**src/rtl/decode_stage.sv**
```systemverilog
// rtl/decode_stage.sv - RISC-V instruction decode stage feeding a small in-order output queue
module decode_stage #(
    parameter int XLEN  = 32,
    parameter int EN_FP = 0,
    parameter int DEPTH = 2
) (
    input  logic                    clk,
    input  logic                    rst,
    input  logic                    in_valid,
    output logic                    in_ready,
    input  logic [31:0]             in_instr,
    input  logic [XLEN-1:0]         in_pc,
    input  logic                    flush,
    output logic                    out_valid,
    input  logic                    out_ready,
    output logic [XLEN-1:0]         out_pc,
    output logic [31:0]             out_instr,
    output logic [20:0]             out_op,
    output logic [4:0]              out_rd,
    output logic [4:0]              out_rs1,
    output logic [4:0]              out_rs2,
    output logic [2:0]              out_funct3,
    output logic [6:0]              out_funct7,
    output logic [XLEN-1:0]         out_imm,
    output logic                    out_illegal,
    output logic [$clog2(DEPTH):0]  count
);

    // out_op bit positions follow the base opcode map in ascending opcode order
    localparam int CLS_LOAD      = 0;
    localparam int CLS_LOAD_FP   = 1;
    localparam int CLS_MISC_MEM  = 2;
    localparam int CLS_OP_IMM    = 3;
    localparam int CLS_AUIPC     = 4;
    localparam int CLS_OP_IMM_32 = 5;
    localparam int CLS_STORE     = 6;
    localparam int CLS_STORE_FP  = 7;
    localparam int CLS_AMO       = 8;
    localparam int CLS_OP        = 9;
    localparam int CLS_LUI       = 10;
    localparam int CLS_OP_32     = 11;
    localparam int CLS_MADD      = 12;
    localparam int CLS_MSUB      = 13;
    localparam int CLS_NMSUB     = 14;
    localparam int CLS_NMADD     = 15;
    localparam int CLS_OP_FP     = 16;
    localparam int CLS_BRANCH    = 17;
    localparam int CLS_JALR      = 18;
    localparam int CLS_JAL       = 19;
    localparam int CLS_SYSTEM    = 20;

    localparam logic [20:0] FP_MASK = 21'h01F182;
    localparam int PW = $clog2(DEPTH);
    localparam int CW = PW + 1;

    logic [20:0]        dec_cls;
    logic [20:0]        dec_op;
    logic               dec_illegal;
    logic signed [31:0] dec_imm32;
    logic [XLEN-1:0]    dec_imm;

    always_comb begin
        dec_cls = '0;
        case (in_instr[6:2])
            5'b00000: dec_cls[CLS_LOAD]      = 1'b1;
            5'b00001: dec_cls[CLS_LOAD_FP]   = 1'b1;
            5'b00011: dec_cls[CLS_MISC_MEM]  = 1'b1;
            5'b00100: dec_cls[CLS_OP_IMM]    = 1'b1;
            5'b00101: dec_cls[CLS_AUIPC]     = 1'b1;
            5'b00110: dec_cls[CLS_OP_IMM_32] = 1'b1;
            5'b01000: dec_cls[CLS_STORE]     = 1'b1;
            5'b01001: dec_cls[CLS_STORE_FP]  = 1'b1;
            5'b01011: dec_cls[CLS_AMO]       = 1'b1;
            5'b01100: dec_cls[CLS_OP]        = 1'b1;
            5'b01101: dec_cls[CLS_LUI]       = 1'b1;
            5'b01110: dec_cls[CLS_OP_32]     = 1'b1;
            5'b10000: dec_cls[CLS_MADD]      = 1'b1;
            5'b10001: dec_cls[CLS_MSUB]      = 1'b1;
            5'b10010: dec_cls[CLS_NMSUB]     = 1'b1;
            5'b10011: dec_cls[CLS_NMADD]     = 1'b1;
            5'b10100: dec_cls[CLS_OP_FP]     = 1'b1;
            5'b11000: dec_cls[CLS_BRANCH]    = 1'b1;
            5'b11001: dec_cls[CLS_JALR]      = 1'b1;
            5'b11011: dec_cls[CLS_JAL]       = 1'b1;
            5'b11100: dec_cls[CLS_SYSTEM]    = 1'b1;
            default:  dec_cls = '0;
        endcase

        dec_illegal = (in_instr[1:0] != 2'b11) || (dec_cls == '0)
                   || ((XLEN == 32) && (dec_cls[CLS_OP_IMM_32] || dec_cls[CLS_OP_32]))
                   || ((EN_FP == 0) && ((dec_cls & FP_MASK) != '0));
        dec_op = dec_illegal ? '0 : dec_cls;

        // Illegal words have dec_op == 0, so they fall through to a zero immediate
        dec_imm32 = '0;
        if (dec_op[CLS_LOAD] || dec_op[CLS_OP_IMM] || dec_op[CLS_OP_IMM_32] || dec_op[CLS_JALR]
            || dec_op[CLS_SYSTEM] || dec_op[CLS_MISC_MEM] || dec_op[CLS_LOAD_FP])
            dec_imm32 = {{20{in_instr[31]}}, in_instr[31:20]};
        else if (dec_op[CLS_STORE] || dec_op[CLS_STORE_FP])
            dec_imm32 = {{20{in_instr[31]}}, in_instr[31:25], in_instr[11:7]};
        else if (dec_op[CLS_BRANCH])
            dec_imm32 = {{20{in_instr[31]}}, in_instr[7], in_instr[30:25], in_instr[11:8], 1'b0};
        else if (dec_op[CLS_LUI] || dec_op[CLS_AUIPC])
            dec_imm32 = {in_instr[31:12], 12'b0};
        else if (dec_op[CLS_JAL])
            dec_imm32 = {{12{in_instr[31]}}, in_instr[19:12], in_instr[20], in_instr[30:21], 1'b0};
        dec_imm = XLEN'(dec_imm32);
    end

    logic [XLEN-1:0] q_pc    [DEPTH];
    logic [31:0]     q_instr [DEPTH];
    logic [20:0]     q_op    [DEPTH];
    logic [XLEN-1:0] q_imm   [DEPTH];
    logic            q_ill   [DEPTH];
    logic [PW-1:0]   wr_ptr;
    logic [PW-1:0]   rd_ptr;
    logic            push;
    logic            pop;

    assign out_valid = (count != '0);
    assign in_ready  = (count < CW'(DEPTH)) && !flush;
    assign push      = in_valid && in_ready;
    assign pop       = out_valid && out_ready && !flush;

    always_ff @(posedge clk) begin
        if (rst || flush) begin
            wr_ptr <= '0;
            rd_ptr <= '0;
            count  <= '0;
        end else begin
            if (push) wr_ptr <= wr_ptr + 1'b1;
            if (pop)  rd_ptr <= rd_ptr + 1'b1;
            case ({push, pop})
                2'b10:   count <= count + 1'b1;
                2'b01:   count <= count - 1'b1;
                default: count <= count;
            endcase
        end
    end

    always_ff @(posedge clk) begin
        if (push && !rst) begin
            q_pc[wr_ptr]    <= in_pc;
            q_instr[wr_ptr] <= in_instr;
            q_op[wr_ptr]    <= dec_op;
            q_imm[wr_ptr]   <= dec_imm;
            q_ill[wr_ptr]   <= dec_illegal;
        end
    end

    // Payload is forced to zero whenever the queue is empty, including straight after reset
    assign out_pc      = out_valid ? q_pc[rd_ptr]    : '0;
    assign out_instr   = out_valid ? q_instr[rd_ptr] : '0;
    assign out_op      = out_valid ? q_op[rd_ptr]    : '0;
    assign out_imm     = out_valid ? q_imm[rd_ptr]   : '0;
    assign out_illegal = out_valid ? q_ill[rd_ptr]   : 1'b0;
    assign out_rd      = out_instr[11:7];
    assign out_rs1     = out_instr[19:15];
    assign out_rs2     = out_instr[24:20];
    assign out_funct3  = out_instr[14:12];
    assign out_funct7  = out_instr[31:25];

endmodule

```
**config.mk**
```make
export PLATFORM = sky130hd
export DESIGN_NAME = decode_stage
export DESIGN_NICKNAME = d
export VERILOG_FILES = /design/src/rtl/decode_stage.sv
export SDC_FILE = /design/constraint.sdc
export NUM_CORES = 1
export LEC_CHECK = 0
export CORE_ASPECT_RATIO = 0.5
export CORE_UTILIZATION = 55
export DETAILED_ROUTE_END_ITERATION = 7
export GPL_TIMING_DRIVEN = 0
export PLACE_DENSITY_LB_ADDON = 0.3
export SLEW_MARGIN = 20
export SYNTH_ARGS = -nofsm -noshare
export SYNTH_HDL_FRONTEND = slang
export SYNTH_SLANG_ARGS = --single-unit
```
**constraint.sdc**
```tcl
create_clock -name clk -period 28.6 [get_ports clk]
set_clock_uncertainty 0.1 [all_clocks]
set_input_delay 4.29 -clock clk [delete_from_list [all_inputs] [get_ports clk]]
set_output_delay 4.29 -clock clk [all_outputs]
set_load 0.05 [all_outputs]
```
==> results of run 1 <==
-- layout by cell type (no fill, tap or decap), types with 3 or more instances in the layout --
cell / n
nand2b_1: 3
mux2i_1: 118
clkbuf_1: 13
a22o_1: 4
clkbuf_16: 21
buf_4: 46
nand2_1: 27
nor3_1: 10
buf_6: 9
nor2_1: 130
inv_1: 3
a21boi_0: 6
nand3_2: 10
clkdlybuf4s50_1: 215
buf_2: 19
dfxtp_1: 5
clkinv_1: 4
clkinvlp_4: 3
conb_1: 20
clkinv_2: 4
xor2_1: 3
edfxtp_1: 236
nand3_1: 11
-- logic make-up (layout without fill, tap and decap cells) --
group / Yosys count / after routing
AO/OA/AOI/OAI: 26 / 26
XOR/XNOR: 5 / 5
flip-flops: 241 / 241
other: 1 / 20
AND/OR/NAND/NOR: 211 / 211
adder cells (fa/ha/maj): 1 / 1
multiplexers: 118 / 118
buffers and inverters: 63 / 341
-- final timing paths --
kind	start	endpoint	cells past startpoint
max	flush	in_ready	3
min	wr_ptr$_SDFFE_PP0P_	wr_ptr$_SDFFE_PP0P_	2
max reg2reg	count[1]$_SDFFE_PP0P_	q_imm[1][27]$_DFFE_PP_	8
min reg2reg	wr_ptr$_SDFFE_PP0P_	wr_ptr$_SDFFE_PP0P_	2
-- area by class of cell --
cell class / count / area [sq um] / share of cell area [%]
Buffer: 60 / 362 / 2.70
Sequential cell: 241 / 7190 / 53.8
Clock inverter: 13 / 96.3 / 0.721
Timing Repair Buffer: 242 / 2380 / 17.8
Multi-Input combinational cell: 381 / 2510 / 18.7
Tap cell: 234 / 293 / 2.19
Clock buffer: 23 / 533 / 3.99
Inverter: 3 / 11.3 / 0.0842
-- critical path: stages --
cell             delay (ns)
clkdlybuf4s50_1        0.53
nor2_1                 0.17
clkdlybuf4s50_1        0.82
-- sequential cells by signal, summed over array words and instances, names as in the netlist, named ones only --
| register | flops |
|---|---|
| q_instr | 64 |
| q_imm | 64 |
| q_pc | 64 |
| wr_ptr | 1 |
| q_ill | 2 |
| count | 2 |
| q_op | 42 |
| rd_ptr | 1 |
-- routing by layer --
metal | routed length [um] | GRT usage (%) | up-vias
met4 | 423 | 6.12 | 0
li1 | - | - | 2973
met3 | 1420 | 4.77 | 37
met1 | 9250 | 31.3 | 3154
met5 | 0 | 0 | -
met2 | 11100 | 40.8 | 235
-- through the flow --
step                      cells  instance area, sq um  util [%]  hold WS, ns  setup slack, ns
after detailed placement   1161                 12700      72.5        0.463            18.40
after global routing       1197                 13400      76.1        0.514            18.29
final                      1197                 13400      76.1        0.486            18.40
after floorplan             685                 10100         -        0.420            13.91
after global placement     1134                 12500      71.2        0.443             9.49
after CTS                  1197                 13400      76.1        0.485            18.40
-- where the power goes --
| group | internal, uW | switching (uW) |
|---|---|---|
| clock | 144 | 121 |
| combinational | 25.2 | 41.2 |
| sequential | 392 | 1.40 |
| total | 562 | 164 |
==> results.md, run 1 <==
* P_leak at 0.00447 uW
* Final setup fails at 0
* Adder-Cell Fraction of Synth Area at 0.125%
* CP Data Arrival Time at 5.81 ns
* Tcrit/Tclk final at 35.7%
* Die area at 18700 sq um
* Pwr/cell area at 54.3 nW/um^2
* Layout area overhead at 33.9%
* Ant diodes at 0
* Num rows at 34
* Worst reg-to-reg setup slack at 25.91 ns
* Clock transition at path regs at 0.07 ns
* Power, Total at 725 uW
* Synth Area in XOR/XNOR at 0.439%
* EDFF count, synth at 236
* Initial antenna violation count at 0
* DRT Wirelength at 22.2 mm
* Actual slew at the worst max-slew pin at 0.835 ns
* Final count of hold timing violations at 0
* Initial detailed-routing violation count at 294
* Gpl congestion at 0.887
* Ys flop type: edfxtp_1
* Distinct cells, synth at 50
* Core area at 17600 sq um
* CTS buffer count at 21
* Post-CTS Setup Repair Bufs at 0
* Yosys reg bits at 241
* CP Max Fanout at 7
* Register area share after synthesis at 72.0%
* List of most frequent post-synthesis cells: edfxtp_1 (236), nor2_1 (130), mux2i_1 (118)
* Endpoint class of the critical path: primary output
* Max Slew Vio Count at 0
* RSZ-0062 raised after global routing: false
* Post-Synthesis Cells at 666
* Final min period at 10.20 ns
* Nets at 1020
* Number of I/O port buffers at 215
* Main area contributors after synthesis: edfxtp_1 (71%), mux2i_1 (12%), nor2_1 (4.9%), buf_4 (2.0%), nand2_1 (1.0%)
* First-pass DRT Iterations at 7
* Number of global-route vias before repair at 6496
* Largest area contributor in the netlist: edfxtp_1
* Worst-Skew Late Latency at 0.48 ns
* Mux contribution to synthesized area at 11.8%
* Vias/cell at 5.35
* Die W at 193 um
* Setup CP Type: input port to primary output
* CTS sink count at 241
* First-pass GRT wire length at 34.1 mm
* Failing checks: DRC
* Post-DRT Antenna Nets at 0
* I/O pin count at 216
* Fin Setup TNS at 0 ns
* Synth Area in Compound Gates at 2.13%
* CTS Hold Bufs at 0
* DR vias at 6399
* Syn Area/Cell at 15.0 sq um
* Async SR Flop Fraction at 0%
* # DRC at 20
* Hold WC Path Type: flop to flop
* Slew headroom at 44.3%
* Post-Syn Area at 9980 sq um
* Total grt overflow at 0
* Proportion of layout cells with a drive suffix above 1 at 12.8%
* Pin count of the biggest net entering global routing at 17
* Routed len/inst at 18.6 um
* Worst VDD drop at 46.6 uV
* GRT Overall Usage at 23.9%
* Longest Clk Path Bufs at 3
* Initial Util at 56.8%
* Final HPWL DP at 15.9 mm
* Synth Area in Simple Gates at 9.72%
* Yosys warnings at 0
* Outcome: complete, but fails checks
* H-Tree Depth at 1
* Fillers at 1090
* TritonCTS clock tree: done
* Startpoint Class: input port
* Share of the synthesized area in the top cell type at 71.0%
* CTS Root Cell: clkbuf_16
* Fmax at 98.0 MHz
* Die Y at 97.3 um
* Most common cell in the synthesized netlist: edfxtp_1
* Max_cap viols at 0
* Largest family of logic cells by synthesized area: multiplexers
* Post-cts resize count at 0
* CP required at 24.21 ns
(Power assumes the default switching activity.)
==> run 2: changes to the inputs <==
- CORE_UTILIZATION: 55 -> 51
- clock period: 28.6 -> 10 ns (I/O delays scaled with it)
==> run 2 against run 1 <==
The flow now finishes without violations. Clock power rose to 3.4 times the previous value. Register-to-register slack got worse by 18 ns. Die area grew 7.7%. First-iteration DRC count grew 36%. Cell count rose by 1.4%.
==> results.md, run 2 (synthesis gave the netlist of run 1 again) <==
* Outcome: completed
* Startpoint Class: flop
* Final min period at 4.87 ns
* Initial detailed-routing violation count at 400
* Die Y at 101 um
* Initial Util at 53.1%
* Crit path top cell by count: nor2_1
* Final count of hold timing violations at 0
* CP Max Fanout at 10
* Max incr delay on CP at 0.73 ns
* Fmax at 205 MHz
* Num rows at 35
* Slowest CP cell: clkdlybuf4s50_1
* Util after Layout at 72.4%
* Clock transition at path regs at 0.07 ns
* Initial antenna violation count at 0
* DRT Wirelength at 22.6 mm
* Worst-Skew Late Latency at 0.50 ns
* CTS sink count at 241
* Vias/cell at 5.20
* Setup CP Type: flop to primary output
* CTS Root Cell: clkbuf_16
* # DRC at 0
* P_leak at 0.00454 uW
* Core area at 18800 sq um
* Total grt overflow at 0
* Endpoint class of the critical path: primary output
* Crit-path cells: nor2_1 -> clkbuf_1 -> buf_2 -> buf_1 -> nor2_1 -> clkdlybuf4s50_1
* CTS Hold Bufs at 0
* CP Data Arrival Time at 3.27 ns
* Most common cell after layout, fill and taps aside: edfxtp_1
* Worst VDD drop at 117 uV
* Final HPWL DP at 16.0 mm
* WP buf/inv at 4
* Ant diodes at 0
* First-pass DRT Iterations at 5
* Actual slew at the worst max-slew pin at 0.735 ns
* Worst Setup SP: count[1]$_SDFFE_PP0P_
* Hold Crit Start: rd_ptr$_SDFFE_PP0P_
* Post-CTS Setup Repair Bufs at 0
* Slew headroom at 50.8%
* Number of I/O port buffers at 215
* Max_cap viols at 0
* Top delay family on crit path: buffers and inverters
* First-pass GRT wire length at 33.7 mm
* I/O pin count at 216
* DR vias at 6310
* GRT Overall Usage at 22.3%
* Final setup fails at 0
* CP required at 8.40 ns
* Die area at 20200 sq um
* Hold WC Path Type: flop to flop
* RSZ-0062 raised after global routing: false
* Fin Setup TNS at 0 ns
* Post-cts resize count at 0
* Fillers at 1254
* Pin count of the biggest net entering global routing at 17
* Pwr/cell area at 164 nW/um^2
* Die W at 200 um
* Routed len/inst at 18.6 um
* Longest Clk Path Bufs at 3
* H-Tree Depth at 1
* Layout area overhead at 36.3%
* Gpl congestion at 0.906
* Post-DRT Antenna Nets at 0
* CTS buffer count at 22
* Proportion of layout cells with a drive suffix above 1 at 12.3%
* Top Registers: q_imm x64, q_instr x64, q_pc x64
* Max Slew Vio Count at 0
* Commonest non-fill, non-tap cells in the layout: edfxtp_1 (236), clkdlybuf4s50_1 (215), nor2_1 (130), mux2i_1 (118), nand2_1 (27)
* Worst r2r src: count[1]$_SDFFE_PP0P_
* TritonCTS clock tree: done
* Nets at 1011
* Tcrit/Tclk final at 48.7%
* Number of global-route vias before repair at 6282
==> run 2: power by group <==
part | leakage [uW] | switching [uW] | internal [uW] | total [uW]
logic | 0.00198 | 118 | 73.6 | 192
registers | 0.00218 | 3.99 | 1120 | 1130
clock network | 0.000382 | 357 | 551 | 909
total | 0.00454 | 480 | 1750 | 2230
==> run 2: per-stage QoR <==
step / setup slack, ns / instance area, sq um / hold WS (ns) / total power [uW] / std cells
global placement: 0.0192 / 12500 / 0.444 / 1330 / 1159
floorplan: 2.27 / 10100 / 0.420 / 1250 / 685
detailed placement: 5.33 / 12800 / 0.476 / 1340 / 1176
finish: 5.13 / 13600 / 0.479 / 2230 / 1214
CTS: 5.08 / 13600 / 0.492 / 2240 / 1214
global route: 4.92 / 13600 / 0.510 / 2290 / 1214
==> run 2: layout make-up <==
type / instances / area, sq um / share of cell area (%)
Timing Repair Buffer: 232 / 2420 / 17.8
Buffer: 60 / 362 / 2.66
Clock buffer: 27 / 591 / 4.34
Multi-Input combinational cell: 381 / 2520 / 18.5
Sequential cell: 241 / 7190 / 52.8
Clock inverter: 11 / 194 / 1.43
Inverter: 3 / 11.3 / 0.0828
Tap cell: 259 / 324 / 2.38
==> run 2: final timing paths <==
path	end	cells after the start	slack (ns)
setup / recovery	out_imm[26]	6	5.13
setup reg to reg	q_imm[1][4]$_DFFE_PP_	6	7.52
hold / removal	rd_ptr$_SDFFE_PP0P_	2	0.48
hold reg to reg	rd_ptr$_SDFFE_PP0P_	2	0.48
==> run 2: per-layer routing <==
layer | up-vias | wire [um] | track usage [%] | part of all wire [%]
li1 | 2965 | - | - | -
met4 | 0 | 558 | 6.87 | 2.5
met3 | 49 | 1520 | 4.35 | 6.7
met2 | 234 | 11200 | 38.4 | 50
met5 | - | 0 | 0 | 0
met1 | 3062 | 9320 | 28.7 | 41
==> run 2: worst reg2reg max path, cell delays in order (launching register included) <==
cell and delay (ns):
dfxtp_1 0.35, nor2_1 0.18, nand2_1 0.22, nor3b_4 0.64, buf_6 0.29, buf_8 0.19
buf_6 0.21
==> run 3: changes to the inputs <==
- CORE_UTILIZATION: 51 -> 46
- clock period: 10 -> 4.4 ns (I/O delays scaled with it)
==> run 3 against run 2 <==
Count of clock-buffer cells in the layout rose by 4. Cell count rose by 2.9%. Power rose by 120%. Global-route usage shrank 2.2 points. Critical endpoint is now out_imm[11]. Largest cell class unchanged.
==> results.md, run 3 (synthesis gave the netlist of run 1 again) <==
* Proportion of layout cells with a drive suffix above 1 at 12.1%
* Initial detailed-routing violation count at 421
* CP Max Fanout at 10
* Worst Reg-to-Reg Cells at 7
* CP Data Arrival Time at 3.25 ns
* Routed len/inst at 18.0 um
* # DRC at 0
* Fin Setup TNS at 0 ns
* Actual slew at the worst max-slew pin at 0.706 ns
* Pre-CTS WS at 0.828 ns
* Util after Layout at 64.7%
* Core area at 20900 sq um
* CTS Hold Bufs at 0
* Post-cts resize count at 0
* Final instance area at 13500 sq um
* Final min period at 4.01 ns
* Hold WC Path Type: flop to flop
* Commonest non-fill, non-tap cells in the layout: edfxtp_1 (236), clkdlybuf4s50_1 (215), nor2_1 (129), mux2i_1 (118)
* Part of the power in combinational logic at 9.0%
* Post-DRT Antenna Nets at 0
* Post-CTS Setup Repair Bufs at 0
* Endpoint class of the critical path: primary output
* DR WL met3 at 1.21 mm
* First-pass DRT Iterations at 5
* Final HPWL DP at 15.9 mm
* Max_cap viols at 0
* Final count of hold timing violations at 0
* Pwr/cell area at 355 nW/um^2
* Total grt overflow at 0
* RSZ-0062 raised after global routing: false
* Most common cell after layout, fill and taps aside: edfxtp_1
* Setup ws final at 0.388 ns
* Initial antenna violation count at 0
* Pin count of the biggest net entering global routing at 17
* Layout area overhead at 35.6%
* CP required at 3.64 ns
* Fmax at 249 MHz
* Vias/cell at 5.00
* Nets at 1011
* Int Pwr at 3740 uW
* Num rows at 37
* Met2 Wirelength at 11.0 mm
* Power, Total at 4810 uW
* Setup CP Type: flop to primary output
* M1 WL at 9.99 mm
* Clock transition at path regs at 0.07 ns
* Die W at 210 um
* Clock power frac at 37.8%
* NetSw at 1070 uW
* GRT Overall Usage at 20.1%
* Top Registers: q_imm x64, q_instr x64, q_pc x64
* DRT Wirelength at 22.5 mm
* Max Slew Vio Count at 0
* Final setup fails at 0
* CTS buffer count at 22
* First-pass GRT wire length at 34.5 mm
* Top routing layer in use: met4
* Die area at 22300 sq um
* P_leak at 0.00449 uW
* Initial Util at 47.7%
* Slew headroom at 53.0%
* Die Y at 106 um
* Worst-Skew Late Latency at 0.49 ns
* DR vias at 6245
* Startpoint Class: flop
* Longest Clk Path Bufs at 3
* Seq pwr share at 53.2%
* CTS Root Cell: clkbuf_16
* Tcrit/Tclk final at 91.2%
* Area post-placement at 12900 sq um
* I/O pin count at 216
* Hold depth at 2
* Outcome: completed
* Number of I/O port buffers at 215
* TritonCTS clock tree: done
* Gpl congestion at 0.873
* CTS sink count at 241
* Net Sw Frac at 22.3%
* Worst VDD drop at 219 uV
* Number of global-route vias before repair at 6357
* Ant diodes at 0
* H-Tree Depth at 1
==> run 3: worst max-delay path: stages (launching register included) <==
cell and delay, ns:
dfxtp_1 0.36, nor2_1 0.16, clkbuf_1 0.56, buf_2 0.38
buf_1 0.43, nor2_1 0.13, clkdlybuf4s50_1 0.73
==> run 3: per-layer routing <==
metal	vias to the layer above	track usage, %
met4	0	3.44
li1	2963	-
met2	181	34.5
met5	-	0
met1	3078	27.2
met3	23	3.63
==> run 3: path summary, 6_finish.rpt <==
check                         from               endpoint  slack (ns)
min            rd_ptr$_SDFFE_PP0P_                   flop        0.48
min reg2reg    rd_ptr$_SDFFE_PP0P_                   flop        0.48
max reg2reg  count[1]$_SDFFE_PP0P_  q_imm[1][9]$_DFFE_PP_        2.04
max          count[1]$_SDFFE_PP0P_            out_imm[11]        0.39
==> run 3: cell type report <==
cell class	instances	area, sq um
Multi-Input combinational cell	381	2530
Timing Repair Buffer	232	2400
Fill cell	1557	7380
Sequential cell	241	7190
Clock inverter	9	41.3
Inverter	3	11.3
Buffer	60	362
Tap cell	292	365
Clock buffer	31	646
==> run 3: per-stage QoR <==
step	hold slack, ns	cells
final	0.476	1249
after global routing	0.528	1249
after CTS	0.475	1249
after detailed placement	0.460	1209
after global placement	0.447	1192
after floorplan	0.420	685
==> run 3: power groups by stage <==
stage	Combinational, uW	Clock, uW	Sequential, uW
global placement	414	0	2610
CTS	436	1860	2560
detailed placement	434	0	2610
floorplan	236	0	2610
finish	434	1820	2560
global route	459	1950	2560
